## src/rtl/regfile.sv

```systemverilog
// 32 x 32-bit register file, two combinational read ports, one write port, r0 hard-wired to zero.
// Define REGFILE_BYPASS_EN to forward same-cycle write data to a matching read port.
module regfile (
    input  logic        clk,
    input  logic        rst,
    input  logic        we,
    input  logic [4:0]  waddr,
    input  logic [31:0] wdata,
    input  logic        re1,
    input  logic [4:0]  raddr1,
    output logic [31:0] rdata1,
    input  logic        re2,
    input  logic [4:0]  raddr2,
    output logic [31:0] rdata2
);

    logic [31:0] mem_q [32];
    logic [31:0] mem_d [32];
    logic        wr_en;

    assign wr_en = we && (waddr != 5'd0) && !rst;

    // Reset wins over a concurrent write; entry 0 is never written so it stays zero after reset.
    always_comb begin
        mem_d = mem_q;
        if (rst) begin
            for (int i = 0; i < 32; i++) begin
                mem_d[i] = 32'h0;
            end
        end else if (wr_en) begin
            mem_d[waddr] = wdata;
        end
    end

    always_ff @(posedge clk) begin
        mem_q <= mem_d;
    end

    function automatic logic [31:0] read_port(input logic re, input logic [4:0] raddr);
        logic [31:0] value;
        if (rst || !re || (raddr == 5'd0)) begin
            value = 32'h0;
`ifdef REGFILE_BYPASS_EN
        end else if (wr_en && (raddr == waddr)) begin
            value = wdata;
`endif
        end else begin
            value = mem_q[raddr];
        end
        return value;
    endfunction

    assign rdata1 = read_port(re1, raddr1);
    assign rdata2 = read_port(re2, raddr2);

endmodule

```

## config.mk

```make
export PLATFORM = sky130hd
export DESIGN_NAME = regfile
export DESIGN_NICKNAME = d
export VERILOG_FILES = /design/src/rtl/regfile.sv
export SDC_FILE = /design/constraint.sdc
export NUM_CORES = 2
export LEC_CHECK = 0
export CORE_MARGIN = 2
export CORE_UTILIZATION = 50
export CTS_BUF_LIST = sky130_fd_sc_hd__clkbuf_4 sky130_fd_sc_hd__clkbuf_8
export CTS_CLUSTER_DIAMETER = 100
export CTS_CLUSTER_SIZE = 12
export DETAILED_ROUTE_END_ITERATION = 10
export MAX_ROUTING_LAYER = met4
export PLACE_DENSITY = 0.71
export SYNTH_ARGS = -nofsm -noshare
export SYNTH_HDL_FRONTEND = slang
export SYNTH_SLANG_ARGS = --single-unit
export TNS_END_PERCENT = 10
```

## constraint.sdc

```tcl
create_clock -name clk -period 3 [get_ports clk]
set_input_delay 0.6 -clock clk [delete_from_list [all_inputs] [get_ports clk]]
set_output_delay 0.6 -clock clk [all_outputs]
set_load 0.01 [all_outputs]
```

== Word-level counts from Yosys, hierarchy flattened ==
Cells that the tools add are included.

* Memories kept: 0
* Memory bits (read-only): 0
* Register bits: 1024
* Bits in latches: 0
* Logic and storage cells: 63
* RAM bits: 0

* Equal/unequal tests: 0
* $mul: 0
* Divide/modulo/power cells: 0
* Add/sub/neg operators: 0
* Shifts and indexed selects: 0
* Reduce and logical (&&, ||, !) cells: 13
* Multiplexer cells: 11
* Bitwise gates (word level): 3
* Order comparisons: 4

{| class="wikitable"
|+ Operators with widths
! operator !! count
|-
| 1024-bit bitwise mux || 1
|-
| 32-bit binary-select mux with 5-bit select || 2
|-
| 32-bit two-way mux || 7
|-
| 32-bit demux with 5-bit select || 1
|-
| 6-bit >= comparator (second input constant) || 3
|-
| 5-bit NOT with 6-bit output || 3
|-
| 5-bit zero test || 2
|-
| 6-bit by 1-bit less-than comparator with 1-bit output (second input constant) || 1
|-
| 5-bit nonzero test || 1
|-
| 1-bit logical OR || 4
|-
| 1-bit logical AND || 3
|-
| 1-bit zero test || 3
|}

== Longest topological paths before layout ==
* Depth in word-level cells: 6
* Depth in mapped cells: 9
* Mapped depth without buffers: 4

== Worst setup path before layout ==
Ideal clock, no wire load.

* Path type: input to output
* From: input port raddr2[0]
* To: output port rdata2[31]
* Arrival time: 2.044 ns
* Stages: 7
* Data required time: 2.400 ns
* Slack: 0.356 ns
* Path through: buf_6 buf_6 buf_6 mux4_1 mux2_2 a21oi_1 a32oi_1

* Word-level cells in the longest chain between the ends: 5
* Elaborated cells on any way between the ends: 7
* Those cells by class: 4 x mux; 1 x bitwise; 2 x reduce/logical

{| class="wikitable"
|+ Ends and longest elaborated chain
! what !! RTL line !! source
|-
| start, declared || 13 || <nowiki>input logic [4:0] raddr2,</nowiki>
|-
| 5-bit NOT with 6-bit output (implied by the code) || 48 || <nowiki>value = mem_q[raddr];</nowiki>
|-
| 32-bit binary-select mux with 5-bit select || 48 ||
|-
| 32-bit two-way mux (implied by the code) (2 in a row) || 48 ||
|-
| 32-bit two-way mux * || 41 || <nowiki>if (rst || !re || (raddr == 5'd0)) begin</nowiki>
|-
| end, declared || 14 || <nowiki>output logic [31:0] rdata2</nowiki>
|}

Mark *: on every way between the ends. The rest lies on a longest branch, timed or not. The select of a mux whose other input is x is not followed.

== Final worst setup path ==
* From: input port raddr1[0]
* To: output port rdata1[26]

* Word-level cells in the longest chain between the ends: 5
* Elaborated cells on any way between the ends: 7
* Those cells by class: 4 x mux; 1 x bitwise; 2 x reduce/logical

{| class="wikitable"
|+ Ends and longest elaborated chain
! what !! RTL line !! source
|-
| start, declared || 10 || <nowiki>input logic [4:0] raddr1,</nowiki>
|-
| 5-bit NOT with 6-bit output (implied by the code) || 48 ||
|-
| 32-bit binary-select mux with 5-bit select || 48 ||
|-
| 32-bit two-way mux (implied by the code) (2 in a row) || 48 ||
|-
| 32-bit two-way mux * || 41 ||
|-
| end, declared || 11 || <nowiki>output logic [31:0] rdata1,</nowiki>
|}

Marked as above.

==> metrics <==
GPL Wtd Cong 1.01; Hold Crit Class in -> reg; drc violations 0; number of synthesized flops with an enable pin 0; critical path peak fanout 7; IO Port Bufs 115; largest family of logic cells by synthesized area multiplexers; period utilization 104%; Yosys cell types 45; CP peak stage delay 290 ps; PwrDens 398 mW/mm^2; Layout Cells excl Fill 7792; CTS tree yes; wirelength, routed 226 mm; critical path required time 2400 ps; CTS sink count 1024; Seq cells post-synth 1024; ys async rst share 0%; Final ANT Viol Nets 0; GRT Total Usage 41.6%; row count 119; share of layout cells above drive strength 1 22.6%; Vias/cell 6.74; DR WL/cell 29.0 um; first-pass GRT wire length 325 mm; Buf/Inv on CP 7; min cycle time layout 3130 ps; max reg flops 1024; Initial Utilization 50.4%; die height 330 um; post-synthesis simple-gate area fraction 17.5%; fin nets 6433; Setup WS post-layout -131 ps; most flop-heavy register mem_q; worst skew pair latency 800 ps; number of buffers created by CTS 95; CTS Root Cell clkbuf_8; core box area 0.105 mm^2; Crit path arrival time 2530 ps; compound-gate portion of the synthesized area 14.9%; most frequent cells in the layout nand2_1 (2015), a21oi_1 (992), dfxtp_1 (967), mux2i_1 (445), buf_4 (376); most common cell after layout, fill and taps aside nand2_1; status complete, but fails checks; CP Capture Type output port; initial DRC count 8665; Syn Area/Cell 8.55 um^2; Ys Warns 0; IO Pins 116; grt ovf 0; Worst path slowest cell a32oi_2; Post-Syn Nets 6263; hpwl dp 141 mm; MaxCap Viol Count 0; leakage power 22.0 nW; Setup Crit Path Kind in -> out; multiplexer share of the synthesized area 23.1%; CP dominant cell by count buf_4; DP Area 0.0597 mm^2; initial antenna violation count 11; top flop regs mem_q (1024); count of pins over their slew limit 0; Worst-Margin Slew 1040 ps; # setup viols final 46; H-tree Lvls 3; Fmax achieved 319 MHz; final core occ 59.9%; Worst-path clk slew 100 ps; largest net degree at the start of global routing 203; Rel. slew slack 31.0%; Layout area overhead 18.8%; Final Hold Fails 0; DP Cell Count 7621; Synth Flop Type dfxtp_1; vias in the first global route 49498; drt first pass iters 7; clk_skew 0 ps; Seq/Total Area, Yosys 38.6%; Synth Area in XOR/XNOR 0%; worst vdd ir 403 uV; via count 52534; post-synthesis cell count 6211; Fin Hold WS 261 ps; Adder-Cell Fraction of Synth Area 0%; failing checks setup timing; CTS max path bufs 3; worst-path cell chain buf_16 -> buf_16 -> buf_4 -> nor2b_4 -> buf_12 -> buf_4 -> buf_4 -> a221oi_2 -> o21ai_1 -> a32oi_2 -> buf_2; Die Footprint 0.109 mm^2; fin area 0.0631 mm^2; Post-Syn Area 0.0531 mm^2; Startpoint Class input pin; unrepaired setup endpoints after global routing yes; die span in x 330 um; largest delay contributor family on the critical path buffers and inverters
==> power breakdown <==
| part | total (mW) | switching [mW] | internal [mW] | leakage [nW] |
|---|---|---|---|---|
| Clock | 7.86 | 4.98 | 2.88 | 0.711 |
| Sequential | 13.7 | 0.0414 | 13.6 | 8.28 |
| Combinational | 3.59 | 2.19 | 1.40 | 13.0 |
==> cells in the mapped netlist, types with 2 or more instances <==
| cell type | n | area share [%] |
|---|---|---|
| a311oi_2 | 2 | 0.057 |
| or4_1 | 10 | 0.14 |
| nor2b_1 | 40 | 0.47 |
| and2_0 | 2 | 0.024 |
| nor3_2 | 12 | 0.23 |
| and2_1 | 10 | 0.12 |
| a22oi_1 | 158 | 2.2 |
| a31oi_1 | 6 | 0.071 |
| mux2_2 | 90 | 1.9 |
| clkbuf_4 | 4 | 0.057 |
| nor2_1 | 11 | 0.078 |
| buf_1 | 15 | 0.11 |
| a32oi_1 | 62 | 1.0 |
| and3_1 | 3 | 0.035 |
| buf_4 | 37 | 0.52 |
| inv_1 | 6 | 0.042 |
| buf_8 | 2 | 0.057 |
| a211o_1 | 2 | 0.033 |
| nand3_1 | 97 | 0.91 |
| mux2i_1 | 446 | 8.4 |
| nand2_1 | 2036 | 14 |
| o21ai_1 | 13 | 0.12 |
| a41oi_1 | 2 | 0.033 |
| o21ai_0 | 49 | 0.46 |
| mux4_2 | 242 | 10 |
| clkbuf_1 | 397 | 2.8 |
| mux4_1 | 50 | 2.5 |
| nand3b_1 | 2 | 0.028 |
| dfxtp_1 | 1024 | 39 |
| a21oi_1 | 1046 | 9.9 |
| and4bb_1 | 2 | 0.047 |
| buf_2 | 170 | 1.6 |
| nand2b_1 | 44 | 0.52 |
| buf_6 | 34 | 0.72 |
| a221oi_1 | 62 | 1.0 |
| or3_1 | 8 | 0.094 |
| nor4_4 | 7 | 0.28 |
==> area by class of cell <==
cell class	count	area, um^2
diodes	13	32.5
clock buffers	96	1320
clock inverters	8	68.8
fillers	8823	42200
inverters	6	22.5
multi-input cells	4523	30900
flip-flops and latches	1024	20600
well taps	1391	1740
repair buffers	731	8450
==> metrics by stage <==
step | total power, mW | TNS [ps] | setup slack (ps)
after detailed placement | 17.1 | -38550 | -869
after floorplan | 15.6 | 0 | 356
after global placement | 17.1 | -38380 | -865
final | 25.1 | -2390 | -131
after global routing | 25.5 | -2440 | -141
after CTS | 24.8 | -955 | -101
==> layer usage <==
layer / up-vias / wire (um) / global-route usage [%]
met2: 4463 / 91800 / 57.8
li1: 21918 / - / -
met4: 0 / 19900 / 28.6
met1: 24826 / 78500 / 51.2
met3: 1327 / 35800 / 13.3
met5: - / 0 / -
==> final timing paths <==
path / start / to / slack, ps / cells past startpoint
setup / recovery: raddr1[0] / rdata1[26] / -130 / 11
hold / removal: rst / mem_q[447] / 260 / 3
setup reg to reg: mem_q[598] / mem_q[598] / 2250 / 2
hold reg to reg: mem_q[24] / mem_q[24] / 470 / 2
==> kinds of logic after synthesis <==
group / after synthesis
compound gates: 1402
buf+inv: 665
flops: 1024
mux: 828
simple gates: 2292
==> tightest hold or removal path, stage by stage <==
cell	delay, ps
buf_8	80
buf_4	260
a21oi_1	60
==> repair_timing <==
item | CTS | global route
resized for setup | 577 | 107
endpoints found under the hold margin | 0 | 0
pin swaps | 57 | 27
cloned | 8 | 1
buffers inserted | 44 | 19
endpoints found under the setup margin | 64 | 61
hold buffers | 0 | 0
Note: power is estimated with default switching activity, not from simulation.
